File: src/rtl/arb_pkg.sv
// Shared constants for ram_arbiter: FSM state encoding, port indices and default starve limit.
package arb_pkg;

    localparam int unsigned STATE_W = 2;
    typedef logic [STATE_W-1:0] arb_state_t;

    localparam arb_state_t ST_IDLE = 2'd0;
    localparam arb_state_t ST_OWN0 = 2'd1;
    localparam arb_state_t ST_OWN1 = 2'd2;

    localparam int unsigned PORT0 = 0;
    localparam int unsigned PORT1 = 1;

    localparam int unsigned STARVE_LIMIT_DEF = 15;

endpackage

File: src/rtl/starve_counter.sv
// Saturating wait counter for the fixed-priority arbiter; flags when port 1 has waited LIMIT cycles.
module starve_counter
    import arb_pkg::*;
#(
    parameter int unsigned LIMIT = STARVE_LIMIT_DEF
) (
    input  logic clk_i,
    input  logic reset_ni,
    input  logic inc_i,
    input  logic clr_i,
    output logic at_limit_o
);

    localparam int unsigned CNT_W = $clog2(LIMIT + 1);

    logic [CNT_W-1:0] cnt_q, cnt_d;
    logic             at_limit_q, at_limit_d;

    always_comb begin
        cnt_d = cnt_q;
        if (clr_i) begin
            cnt_d = '0;
        end else if (inc_i && (cnt_q != CNT_W'(LIMIT))) begin
            cnt_d = cnt_q + CNT_W'(1);
        end
        at_limit_d = (cnt_d == CNT_W'(LIMIT));
    end

    always_ff @(posedge clk_i or negedge reset_ni) begin
        if (!reset_ni) begin
            cnt_q      <= '0;
            at_limit_q <= 1'b0;
        end else begin
            cnt_q      <= cnt_d;
            at_limit_q <= at_limit_d;
        end
    end

    assign at_limit_o = at_limit_q;

endmodule

File: src/rtl/ram_arbiter.sv
// Two-port arbiter in front of a single synchronous RAM port with lockable ownership.
// Define ARB_ROUND_ROBIN_EN for round-robin ties; otherwise fixed priority with port-1 starvation guard.
module ram_arbiter
    import arb_pkg::*;
#(
    parameter int unsigned ADDR_WIDTH   = 9,
    parameter int unsigned DATA_WIDTH   = 32,
    parameter int unsigned WE_WIDTH     = 4,
    parameter int unsigned STARVE_LIMIT = STARVE_LIMIT_DEF
) (
    input  logic                  clk_i,
    input  logic                  reset_ni,
    input  logic                  req0_valid_i,
    input  logic                  req0_lock_i,
    input  logic [WE_WIDTH-1:0]   req0_we_i,
    input  logic [ADDR_WIDTH-1:0] req0_addr_i,
    input  logic [DATA_WIDTH-1:0] req0_wdata_i,
    output logic                  req0_ready_o,
    output logic                  req0_rvalid_o,
    output logic [DATA_WIDTH-1:0] req0_rdata_o,
    input  logic                  req1_valid_i,
    input  logic                  req1_lock_i,
    input  logic [WE_WIDTH-1:0]   req1_we_i,
    input  logic [ADDR_WIDTH-1:0] req1_addr_i,
    input  logic [DATA_WIDTH-1:0] req1_wdata_i,
    output logic                  req1_ready_o,
    output logic                  req1_rvalid_o,
    output logic [DATA_WIDTH-1:0] req1_rdata_o,
    output logic [WE_WIDTH-1:0]   ram_we_o,
    output logic [ADDR_WIDTH-1:0] ram_addr_o,
    output logic [DATA_WIDTH-1:0] ram_wdata_o,
    input  logic [DATA_WIDTH-1:0] ram_rdata_i
);

    arb_state_t state_q, state_d;
    logic [1:0] valid_c, lock_c, gnt_c;
    logic       tie_to1_c;
    logic       rvalid0_q, rvalid1_q;

    assign valid_c = {req1_valid_i, req0_valid_i};
    assign lock_c  = {req1_lock_i, req0_lock_i};

`ifdef ARB_ROUND_ROBIN_EN
    logic rr_q;  // port granted most recently

    always_ff @(posedge clk_i or negedge reset_ni) begin
        if (!reset_ni) begin
            rr_q <= 1'(PORT1);
        end else if (gnt_c[PORT0]) begin
            rr_q <= 1'(PORT0);
        end else if (gnt_c[PORT1]) begin
            rr_q <= 1'(PORT1);
        end
    end

    assign tie_to1_c = (rr_q == 1'(PORT0));
`else
    logic starve_max;

    starve_counter #(
        .LIMIT (STARVE_LIMIT)
    ) u_starve (
        .clk_i      (clk_i),
        .reset_ni   (reset_ni),
        .inc_i      (valid_c[PORT1] & ~gnt_c[PORT1]),
        .clr_i      (gnt_c[PORT1]),
        .at_limit_o (starve_max)
    );

    assign tie_to1_c = starve_max;
`endif

    always_ff @(posedge clk_i or negedge reset_ni) begin
        if (!reset_ni) begin
            state_q <= ST_IDLE;
        end else begin
            state_q <= state_d;
        end
    end

    // Owner releases on an unlocked accept or when it goes quiet without lock.
    always_comb begin
        state_d = state_q;
        case (state_q)
            ST_IDLE: begin
                if (gnt_c[PORT0] && lock_c[PORT0]) begin
                    state_d = ST_OWN0;
                end else if (gnt_c[PORT1] && lock_c[PORT1]) begin
                    state_d = ST_OWN1;
                end
            end
            ST_OWN0: begin
                if (!lock_c[PORT0] && (gnt_c[PORT0] || !valid_c[PORT0])) begin
                    state_d = ST_IDLE;
                end
            end
            ST_OWN1: begin
                if (!lock_c[PORT1] && (gnt_c[PORT1] || !valid_c[PORT1])) begin
                    state_d = ST_IDLE;
                end
            end
            default: state_d = ST_IDLE;
        endcase
    end

    // Grant selection and RAM request mux; nothing is granted while reset is held.
    always_comb begin
        gnt_c       = '0;
        ram_we_o    = '0;
        ram_addr_o  = '0;
        ram_wdata_o = '0;
        if (reset_ni) begin
            case (state_q)
                ST_OWN0: gnt_c[PORT0] = valid_c[PORT0];
                ST_OWN1: gnt_c[PORT1] = valid_c[PORT1];
                default: begin
                    if (&valid_c) begin
                        if (tie_to1_c) begin
                            gnt_c[PORT1] = 1'b1;
                        end else begin
                            gnt_c[PORT0] = 1'b1;
                        end
                    end else begin
                        gnt_c = valid_c;
                    end
                end
            endcase
        end
        if (gnt_c[PORT0]) begin
            ram_we_o    = req0_we_i;
            ram_addr_o  = req0_addr_i;
            ram_wdata_o = req0_wdata_i;
        end else if (gnt_c[PORT1]) begin
            ram_we_o    = req1_we_i;
            ram_addr_o  = req1_addr_i;
            ram_wdata_o = req1_wdata_i;
        end
    end

    always_ff @(posedge clk_i or negedge reset_ni) begin
        if (!reset_ni) begin
            rvalid0_q <= 1'b0;
            rvalid1_q <= 1'b0;
        end else begin
            rvalid0_q <= gnt_c[PORT0] && (req0_we_i == '0);
            rvalid1_q <= gnt_c[PORT1] && (req1_we_i == '0);
        end
    end

    assign req0_ready_o  = gnt_c[PORT0];
    assign req1_ready_o  = gnt_c[PORT1];
    assign req0_rvalid_o = rvalid0_q;
    assign req1_rvalid_o = rvalid1_q;
    assign req0_rdata_o  = ram_rdata_i;
    assign req1_rdata_o  = ram_rdata_i;

endmodule

File: config.mk
export PLATFORM = sky130hd
export DESIGN_NAME = ram_arbiter
export DESIGN_NICKNAME = d
export VERILOG_FILES = /design/src/rtl/arb_pkg.sv /design/src/rtl/starve_counter.sv /design/src/rtl/ram_arbiter.sv
export SDC_FILE = /design/constraint.sdc
export NUM_CORES = 1
export LEC_CHECK = 0
export BUFFER_PORTS_ARGS = -buffer_cell sky130_fd_sc_hd__buf_4
export CAP_MARGIN = 10
export CORE_AREA = 5 5 90 92
export DETAILED_ROUTE_END_ITERATION = 8
export DIE_AREA = 0 0 95 97
export PLACE_DENSITY_LB_ADDON = 0.25
export SLEW_MARGIN = 25
export SYNTH_ARGS = -nofsm -noshare
export SYNTH_HDL_FRONTEND = slang
export SYNTH_HIERARCHICAL = 1
export SYNTH_SLANG_ARGS = --single-unit
File: constraint.sdc
create_clock -name clk_i -period 3.95 [get_ports clk_i]
set_clock_uncertainty 0.1 [all_clocks]
set_input_delay 0.79 -clock clk_i [delete_from_list [all_inputs] [get_ports clk_i]]
set_output_delay 0.79 -clock clk_i [all_outputs]
set_load 0.03 [all_outputs]
* After elaboration in Yosys (flattened, before gate mapping) *
Cells that the tools add are included.

storage, ports and cells
  bits in registers = 9
  input port bits = 128
  output and inout port bits = 113

cells by class
  equal/unequal tests = 7
  reductions and logical operators = 18
  $add $sub $neg = 1
  bitwise gates (word level) = 2
  multiplexer cells = 19

operators by type and width
  operator             count
  $mux 32              2
  $mux 9               2
  $mux 4               4
  $mux 2               6
  $logic_not 4->1      2
  $logic_and 1x1->1    7
  $pmux 2 s3           1
  $add 4x1->4 const B  1
  $eq 4x4->1 const B   1
  $logic_not 1->1      4
  $ne 2x2->1 const B   2
  $ne 4x4->1 const B   1
  $pmux 1 s2           2
  $ne 3x3->1 const B   1
  $reduce_and 3->1     1
  $eq 2x1->1 const B   1
  $eq 2x2->1 const B   1
  $logic_not 2->1      1
  $logic_or 1x1->1     2
  $mux 1               2
  $reduce_and 2->1     1
  $and 1x1->1          1
  $not 1->1            1

* Depth between registers and ports, before layout *
Gate-level depths: netlist (run 1).

  depth in word-level cells = 10
  gate-level depth with buffers = 8
  gate-level depth less buffers = 8

* Modules after synthesis *
The synthesis (run 1) kept the hierarchy.

by module, submodules not included
  module          cells an instance  times used  sequential area each (µm²)  area each (µm²)
  ram_arbiter     157                1           100.1                       1278.7
  starve_counter  27                 1           125.1                       277.8

* Least setup slack after synthesis (run 1) *
No wires, ideal clock.

  kind = input to output
  start = input port req1_valid_i
  end = output port ram_addr_o[2]
  path slack = 1.048 ns
  data required time = 3.060 ns
  stages = 4
  arrival time = 2.012 ns
  path buffers = 1
  cells stage by stage = nand3b_1 -> o2111a_1 -> clkbuf_1 -> a22o_1

between the ends
  elaborated cells on any way between the ends = 7
  those cells by class = mux: 6; reduce/logical: 1

RTL lines
  element             line                text
  start: declaration  ram_arbiter.sv:21   input logic req1_valid_i,
  $reduce_and 2->1    ram_arbiter.sv:117  if (&valid_c) begin
  $mux 2              ram_arbiter.sv:117
  $pmux 1 s2          ram_arbiter.sv:113  case (state_q)
  $mux 2              ram_arbiter.sv:112  if (reset_ni) begin
  via req0_ready_o    ram_arbiter.sv:18   output logic req0_ready_o,
  $mux 9              ram_arbiter.sv:129  if (gnt_c[PORT0]) begin
  end: declaration    ram_arbiter.sv:30   output logic [ADDR_WIDTH-1:0] ram_addr_o,

The timed path passes the listed nets, and every way through them passes these cells.

* Final worst setup path (run 1) *
  start = register state_q[0]
  end = output port ram_wdata_o[16]

between the ends
  word-level cells in the longest chain between the ends = 5
  elaborated cells on any way between the ends = 7
  those cells by class = eq/ne: 2; mux: 5

RTL lines
  element                                          line                text
  start: declaration                               ram_arbiter.sv:35   arb_state_t state_q, state_d;
  start signal: assignment                         ram_arbiter.sv:77   state_q <= state_d;
  $eq 2x2->1 / $eq 2x1->1 (equally long branches)  ram_arbiter.sv:113
  $pmux 1 s2                                       ram_arbiter.sv:113
  $mux 2 (*)                                       ram_arbiter.sv:112
  $mux 32                                          ram_arbiter.sv:133  end else if (gnt_c[PORT1]) begin
  $mux 32 (*)                                      ram_arbiter.sv:129
  end: declaration                                 ram_arbiter.sv:31   output logic [DATA_WIDTH-1:0] ram_wdata_o,

Mark *: on every way between the ends. The rest lies on a longest branch, timed or not.

==> run metrics, run 1 <==
outcome finished clean; Setup violations, final 0; relative slew slack 69.2%; Avg Synthesized Cell Area 8.46 sq um; CTS resizes 0; critical path class flop to output pin; reg2reg start state_q[0]; Vias around 1600; critical path's top delay family simple AND/OR/NAND/NOR gates; Die Area between 9000 and 10000 sq um; slowest cell on the critical path or3b_1; drt initial violations 55; initial antenna violation count 0; Leak 1.22 nW; vias per std cell around 4.5; pin count of the biggest net entering global routing 46; cts bufs inserted 3; Diodes inserted 0; initial core utilization between 20% and 30%; Clock Sinks 9; final WL 5.92 mm; Max clock buf depth 2; synthesized instance count 184; Crit path top cell by count buf_4; # H-tree levels 1; # Post-CTS Setup Buffers 0; vias in the first global route 1742; Max Cap Viol 0; slew at the pin closest to its max-slew limit between 0.4 and 0.5 ns; width of the die roughly 95 microns; antenna-violating nets left 0; Post-layout nets around 400; pwr dens 452 nW/um^2; CP Buf/Inv Count 3; Initial DRT Pass Iterations 4; layout cells sized above 1 59.5%; ys async rst share 100%; CTS tree done; CP Cell Sequence inv_1 > ha_1 > or3b_1 > nand3_1 > nor2_4 > buf_4 > a22o_1 > buf_4; worst r2r path cells 7; Period Utilization, post-route 83.5%; routability-driven placement congestion ratio 0.787; setup tns final 0 ns; register bit total from synthesis 9; min Tclk post-route 3.30 ns; Fmax achieved 303 MHz; CTS Root Buffer Type clkbuf_8; Crit. End Element output pin; Critical Path Max Stage Delay between 0.4 and 0.5 ns; first-pass GRT wire length around 9.1 mm; PortBufs 144; die span in y 97 microns; Critical Path AT 2.41 ns; # DRC 0; R2R setup slack 1.37 ns; Synth Cell Area between 1500 and 2000 sq um; final max-slew violation count 0; FF-to-FF End u_starve/at_limit_o; hold_buf cts 0; sequential fraction of the synthesis area 14.5%; final hold viol count 0; number of synthesized flops with an enable pin 0; YS warnings 6; WL/cell 16.4 microns; GRT Util Overall 12.2%; syn_nets 316; RSZ-0062 raised after global routing no; Synth Flop Type dfrtp_1; CTS clk-pin slew, worst paths 0.04 ns; Distinct cells, synth 42; Final Cell Area 2310 sq um; class of the worst hold path input port to async pin; CP Launch Type flop; row cnt 31; Skew-Pair Late Insertion Delay between 0.2 and 0.25 ns; IO Pins roughly 240; worst path required time 3.06 ns; crit-path max FO 45; GRT Residual Overflow 0; Max rail drop VDD around 0.00013 V; Post-DP HPWL 4.92 mm; CORE AREA just over 7000 sq um; Syn-to-layout area delta 48.6%; post-placement cell area roughly 2300 sq um; final core utilization 32.4%
[synthesized netlist by cell type (2+ instances only)]
library cell   n  area (sq um)
buf_4         64           480
a22o_1        45           394
dfrtp_1        9           225
inv_1          9          33.8
buf_2          6          30.0
ha_1           4          50.1
clkbuf_1       3          11.3
nor2b_1        3          18.8
a21oi_1        2          10.0
and2_1         2          12.5
nand2_1        2          7.51
nor3_1         2          10.0
o211a_1        2          20.0
o21ai_0        2          10.0
o31a_1         2          17.5
[flip-flops by register name, summed over array words and instances (netlist names)]
signal               cells
u_starve/cnt_q           4
state_q                  2
req0_rvalid_o            1
req1_rvalid_o            1
u_starve/at_limit_o      1
[layer usage]
metal	global-route usage, %	part of all wire, %	vias to the layer above
met5	0	0	-
met4	3.33	1.7	0
met3	4.89	9.7	19
met2	20.4	51	87
met1	14.1	38	757
li1	-	-	774
[power by group]
group	total, mW	leakage, nW	internal, mW	switching [mW]
combinational	0.791	1.08	0.344	0.448
sequential	0.151	0.121	0.119	0.0312
clock	0.104	0.0228	0.0701	0.0343
[worst reg2reg max path, delay by kind of cell, from the launching register on]
family	cells	cell delay, ns
simple gates	2	0.84
buf+inv	2	0.25
compound gates	2	0.59
flops	1	0.37
fa+ha+maj	1	0.36
[worst max path at each step]
stage	from	end	depth (start not counted)
2_1_floorplan	req1_valid_i	ram_addr_o[2]	4
3_3_place_gp	reset_ni	ram_addr_o[2]	7
3_5_place_dp	reset_ni	ram_wdata_o[16]	7
4_1_cts	state_q[0]	ram_wdata_o[16]	8
5_1_grt	state_q[1]	ram_wdata_o[16]	8
6_report	state_q[0]	ram_wdata_o[16]	8
[cell usage in the layout, fill, tap and decap left out, types with 2 or more instances in the layout]
cell,netlist,final
a21oi_1,2,2
a22o_1,45,45
and2_1,2,2
buf_4,64,147
clkbuf_8,0,3
dfrtp_1,9,9
ha_1,4,4
inv_1,9,9
nand2_1,2,2
nor2b_1,3,3
nor3_1,2,2
o211a_1,2,2
o21ai_0,2,2
o31a_1,2,2
[cell families (layout without fill, tap and decap cells)]
logic type	after synthesis	count (layout)	share of synthesized area, %
XOR/XNOR	1	1	0.563
buffers and inverters	82	160	35.7
AND/OR/NAND/NOR	26	26	12.0
flip-flops	9	9	14.5
adder cells (fa/ha/maj)	4	4	3.22
AO/OA/AOI/OAI	62	62	34.1
[area by class of cell]
class	instances	area, sq um
Fill cell	809	4820
Timing Repair Buffer	147	1100
Multi-Input combinational cell	93	782
Sequential cell	9	225
Tap cell	99	124
Clock buffer	4	45.0
Inverter	9	33.8
[through the flow]
step | power, mW | hold slack [ns] | instances | worst slack, ns
after floorplan | 0.768 | 0.390 | 184 | 1.05
after global placement | 0.948 | 0.422 | 357 | 0.793
after detailed placement | 0.949 | 0.434 | 357 | 0.776
after CTS | 1.06 | 0.291 | 361 | 0.632
after global routing | 1.12 | 0.297 | 361 | 0.491
final | 1.05 | 0.292 | 361 | 0.653
(Power assumes the default switching activity.)
==> run 2, diff against run 1 <==
--- a/config.mk
+++ b/config.mk
@@ -5,11 +5,12 @@
 export SDC_FILE = /design/constraint.sdc
 export NUM_CORES = 1
 export LEC_CHECK = 0
+export ABC_AREA = 1
 export BUFFER_PORTS_ARGS = -buffer_cell sky130_fd_sc_hd__buf_4
 export CAP_MARGIN = 10
-export CORE_AREA = 5 5 90 92
+export CORE_AREA = 5 5 91 93
 export DETAILED_ROUTE_END_ITERATION = 8
-export DIE_AREA = 0 0 95 97
+export DIE_AREA = 0 0 96 98
 export PLACE_DENSITY_LB_ADDON = 0.25
 export SLEW_MARGIN = 25
 export SYNTH_ARGS = -nofsm -noshare
==> constraint.sdc (replaced) <==
create_clock -name clk_i -period 3.4 [get_ports clk_i]
set_clock_uncertainty 0.1 [all_clocks]
set_input_delay 0.68 -clock clk_i [delete_from_list [all_inputs] [get_ports clk_i]]
set_output_delay 0.68 -clock clk_i [all_outputs]
set_load 0.03 [all_outputs]
==> run metrics, run 2 <==
Vias approximately 2000; setup tns final 0 ns; placed instance count 474; PortBufs 144; IO Pins 241; sw frac 54.7%; # DRC 0; first-pass GRT wire length 9.27 mm; class of the worst hold path input port to async pin; Max Cap Viol 0; Yosys top cell by area buf_4; Avg Synthesized Cell Area 5.98 sq um; proportion of synthesized area in mux cells 0%; Synth Area in XOR/XNOR 0%; Post-layout nets about 510; final hold viol count 0; final max-slew violation count 0; register bit total from synthesis 9; pin count of the biggest net entering global routing 47; worst path required time 2.62 ns; initial antenna violation count 0; Skew-Pair Late Insertion Delay 0.23 ns; Crit path top cell by count nand2_1; vias in the first global route 1942; ys async rst share between 90% and 100%; Combinational Power Share 78.2%; Final Cell Area 2500 sq um; YS warnings 6; Fmax achieved ~350 MHz; routability-driven placement congestion ratio between 0.8 and 0.9; critical path's top delay family buffers and inverters; initial core utilization 24.2%; post-placement cell area between 2000 and 2500 sq um; sequential fraction of the synthesis area 12.5%; Sw Pwr ~750 uW; slowest cell on the critical path dfrtp_1; top-count cell post-synth nand2_1; Clk pwr share 9.0%; pwr dens 545 nW/um^2; final WL 6.20 mm; Leak 1.50 nW; Synth top cells by count nand2_1 (109), buf_4 (64), nand3_1 (48); hold_buf cts 0; Distinct cells, synth 23; Max clock buf depth 2; number of synthesized flops with an enable pin 0; biggest registers after layout u_starve/cnt_q: 4 flops, state_q: 2 flops; Post-DP HPWL 5.15 mm; Non-Filler Instances approximately 480; synthesized instance count 301; drt initial violations 55; slew at the pin closest to its max-slew limit 0.461 ns; CP Launch Type flop; Syn-to-layout area delta 38.9%; Seq pwr share 12.8%; crit-path max FO 46; Largest register FFs 4; Die Area approximately 9400 sq um; # H-tree levels 1; min Tclk post-route just under 3 ns; Int Power 617 uW; critical path class flop to output pin; die span in y around 98 microns; Clock Sinks 9; most frequent cells in the layout buf_4 (147), nand2_1 (109), nand3_1 (48), inv_1 (18), dfrtp_1 (9); Setup violations, final 0; CP Buf/Inv Count 3; width of the die 96 microns; Simple-Gate Fraction of Synth Area roughly 45%; CTS Root Buffer Type clkbuf_8; WL/cell 13.0 microns; Synth Area in Compound Gates 1.95%; largest family of logic cells by synthesized area simple AND/OR/NAND/NOR gates; antenna-violating nets left 0; CTS clk-pin slew, worst paths 0.04 ns; share of the synthesized area in the top cell type 26.7%; syn_nets about 430; vias per std cell between 4 and 5; layout cells sized above 1 43.9%; CORE AREA 7450 sq um; Synth Cell Area roughly 1800 sq um; # Post-CTS Setup Buffers 0; Synth Flop Type dfrtp_1; Period Utilization, post-route 84.8%; outcome finished clean; relative slew slack 69.2%; Critical Path Max Stage Delay 0.36 ns; RSZ-0062 raised after global routing no; CTS resizes 0; Crit. End Element output pin; most flop-heavy register u_starve/cnt_q; commonest non-fill, non-tap cell in the layout buf_4; Diodes inserted 0; post-synthesis adder-cell area fraction 2.78%; top post-synthesis cells by area buf_4 (27%), nand2_1 (23%), nand3_1 (13%); Critical Path AT 2.10 ns; Max rail drop VDD 0.000180 V; row cnt 32; CP Cell Sequence inv_1 > ha_1 > nor2_1 > nand2_1 > nand3_2 > inv_4 > nand2_1 > o22ai_1 > buf_4; GRT Util Overall 12.1%; cts bufs inserted 3; GRT Residual Overflow 0; CTS tree done; Initial DRT Pass Iterations 4
## run 2: changes by cell type after synthesis, moves of 3 or more
cell      previous run  this run
nand2_1              2       109
nand3_1              1        48
a22o_1              45         0
inv_1                9        18
buf_6                0         8
nor2_1               1         8
nand3_2              0         5
inv_2                0         4
nand4_1              1         5
clkbuf_1             3         0
nor2b_1              3         0
## run 2: power groups by stage
stage	sequential (mW)	combinational (mW)	clock, mW
global placement	0.176	1.08	0
global route	0.179	1.17	0.132
floorplan	0.167	0.862	0
finish	0.174	1.07	0.123
CTS	0.175	1.09	0.128
detailed placement	0.176	1.08	0
## run 2: layout make-up
type,instances,area [sq um]
Clock buffer,4,45.0
Fill cell,833,4950
Inverter,24,92.6
Multi-Input combinational cell,191,887
Sequential cell,9,225
Tap cell,102,128
Timing Repair Buffer,148,1120
## run 2: kinds of logic after synthesis
kind of cell               count (synthesis)
AOI/OAI and AO/OA                          6
adders and majority gates                  4
buffers and inverters                    101
DFF                                        9
and+or+nand+nor                          181
## run 2: worst paths after layout
kind	from	to	slack, ns	depth (start not counted)
worst max-delay path	state_q[0]	ram_we_o[3]	0.52	9
worst min-delay path	reset_ni	u_starve/cnt_q[2]	0.17	1
worst max register to register	state_q[0]	u_starve/at_limit_o	1.19	11
worst min register to register	state_q[1]	state_q[1]	0.42	2
max in group asynchronous	reset_ni	req0_rvalid_o	2.90	1
min in group clk_i	state_q[1]	state_q[1]	0.42	2
## run 2: per-layer routing
metal	GRT usage, %	part of all wire (%)
met3	2.16	8.3
met1	13.6	38
met5	0	0
met2	21.3	50
met4	6.13	3.1
## run 2: worst register-to-register path, delay by kind of cell (launching register included)
kind	cells	cell delay, ns
DFF	1	0.36
AOI/OAI and AO/OA	1	0.14
adders and majority gates	1	0.34
buffers and inverters	3	0.66
and+or+nand+nor	6	0.50
## run 2: metrics by stage
| stage | setup slack [ns] | total power [mW] | hold WS (ns) | utilization, % |
|---|---|---|---|---|
| finish | 0.516 | 1.36 | 0.166 | 33.6 |
| global route | 0.307 | 1.48 | 0.171 | 33.6 |
| CTS | 0.465 | 1.39 | 0.162 | 33.6 |
| detailed placement | 0.624 | 1.26 | 0.413 | 33.0 |
| global placement | 0.651 | 1.25 | 0.411 | 33.0 |
| floorplan | 0.827 | 1.03 | 0.284 | - |
==> run 3, diff against run 2 <==
==> constraint.sdc (replaced) <==
create_clock -name clk_i -period 2.8 [get_ports clk_i]
set_clock_uncertainty 0.1 [all_clocks]
set_input_delay 0.56 -clock clk_i [delete_from_list [all_inputs] [get_ports clk_i]]
set_output_delay 0.56 -clock clk_i [all_outputs]
set_load 0.03 [all_outputs]
==> run metrics, run 3 (synthesis results as in run 2) <==
final max-slew violation count 0; biggest registers after layout u_starve/cnt_q: 4 flops, state_q: 2 flops; Setup violations, final 0; worst path required time around 2.1 ns; outcome finished clean; Critical Path AT approximately 2 ns; DP Worst Slack 0.328 ns; CORE AREA 7450 sq um; RSZ-0062 raised after global routing no; Crit. End Element output pin; CP Launch Type flop; Max rail drop VDD 0.000250 V; final core utilization around a third; Die Area 9410 sq um; post-placement cell area 2460 sq um; first-pass GRT wire length between 9 and 10 mm; CTS clk-pin slew, worst paths ~0.040 ns; Sw Pwr about 900 uW; layout cells sized above 1 44.5%; relative slew slack between 80% and 90%; final worst slack 0.146 ns; final WL 6.39 mm; class of the worst hold path input port to async pin; Combinational Power Share approximately 79%; crit-path max FO 25; Fmax achieved 377 MHz; WL/cell 13.2 microns; Post-layout nets 513; hold_buf cts 0; drt initial violations 30; # H-tree levels 1; critical path class flop to output pin; pwr dens 663 nW/um^2; PortBufs 144; Final Cell Area 2540 sq um; CTS Root Buffer Type clkbuf_8; Largest register FFs 4; Clk pwr share 8.7%; cts bufs inserted 3; row cnt 32; most frequent cells in the layout buf_4 (150), nand2_1 (109), nand3_1 (48), inv_1 (18), dfrtp_1 (9); initial antenna violation count 0; slew at the pin closest to its max-slew limit 0.275 ns; antenna-violating nets left 0; Int Power 769 uW; vias in the first global route 1928; Hold WS about 0.051 ns; Diodes inserted 0; IO Pins around 240; GRT Util Overall 12.5%; GRT Residual Overflow 0; Skew-Pair Late Insertion Delay 0.23 ns; width of the die 96 microns; die span in y 98 microns; Max clock buf depth 2; Vias 2065; Post-DP HPWL 5.31 mm; Period Utilization, post-route a little over nine tenths; Syn-to-layout area delta 40.9%; initial core utilization about a quarter; commonest non-fill, non-tap cell in the layout buf_4; Clock Sinks 9; setup tns final 0 ns; CTS tree done; Leak between 1.5 and 2 nW; placed instance count roughly 480; routability-driven placement congestion ratio approximately 0.82; Max Cap Viol 0; pin count of the biggest net entering global routing 35; min Tclk post-route 2.65 ns; Overall Power 1.68 mW; fillcell total 854; # DRC 0; Non-Filler Instances 482; sw frac 54.3%; final hold viol count 0; most flop-heavy register u_starve/cnt_q; Initial DRT Pass Iterations 4; vias per std cell between 4 and 5; Seq pwr share 12.6%
-- run 3: path summary, 6_finish.rpt --
path | startpoint | end | slack, ns | cells after the start
min in group clk_i | req0_we_i[1] | req0_rvalid_o | 0.40 | 2
max in group asynchronous | reset_ni | req1_rvalid_o | 2.41 | 1
max reg2reg | state_q[0] | u_starve/at_limit_o | 0.70 | 12
max | state_q[0] | ram_we_o[0] | 0.15 | 9
min | reset_ni | u_starve/at_limit_o | 0.05 | 1
min reg2reg | state_q[1] | state_q[1] | 0.41 | 2
-- run 3: what timing repair did --
action,in CTS,in global routing
buffers inserted,0,3
gates resized for setup,0,3
setup endpoints to repair,0,34
-- run 3: layout make-up --
class	count	area, sq um	area share (%)
clock buffers	4	45.0	1.78
inverters	24	95.1	3.75
multi-input cells	191	887	35.0
flip-flops and latches	9	225	8.88
well taps	102	128	5.03
repair buffers	152	1160	45.6
-- run 3: power groups by stage --
stage	registers, mW	clock network (mW)	logic (mW)
6_report	0.212	0.146	1.32
4_1_cts	0.211	0.151	1.33
3_3_place_gp	0.212	0	1.31
3_5_place_dp	0.213	0	1.32
2_1_floorplan	0.203	0	1.05
5_1_grt	0.216	0.159	1.44
-- run 3: routing by layer --
| layer | wire length (microns) | global-route usage (%) | up-vias |
|---|---|---|---|
| met3 | 531 | 3.00 | 30 |
| met4 | 190 | 5.80 | 0 |
| li1 | - | - | 1041 |
| met5 | 0 | 0 | - |
| met2 | 3180 | 22.6 | 96 |
| met1 | 2480 | 13.2 | 898 |
-- run 3: critical path, cell delays in order (launching register included) --
cell and delay, ns:
dfrtp_1 0.37, inv_1 0.08, ha_1 0.35, inv_2 0.07
nand3_2 0.07, nand3_2 0.09, buf_4 0.28, nand2_1 0.12
o22ai_1 0.13, buf_4 0.19
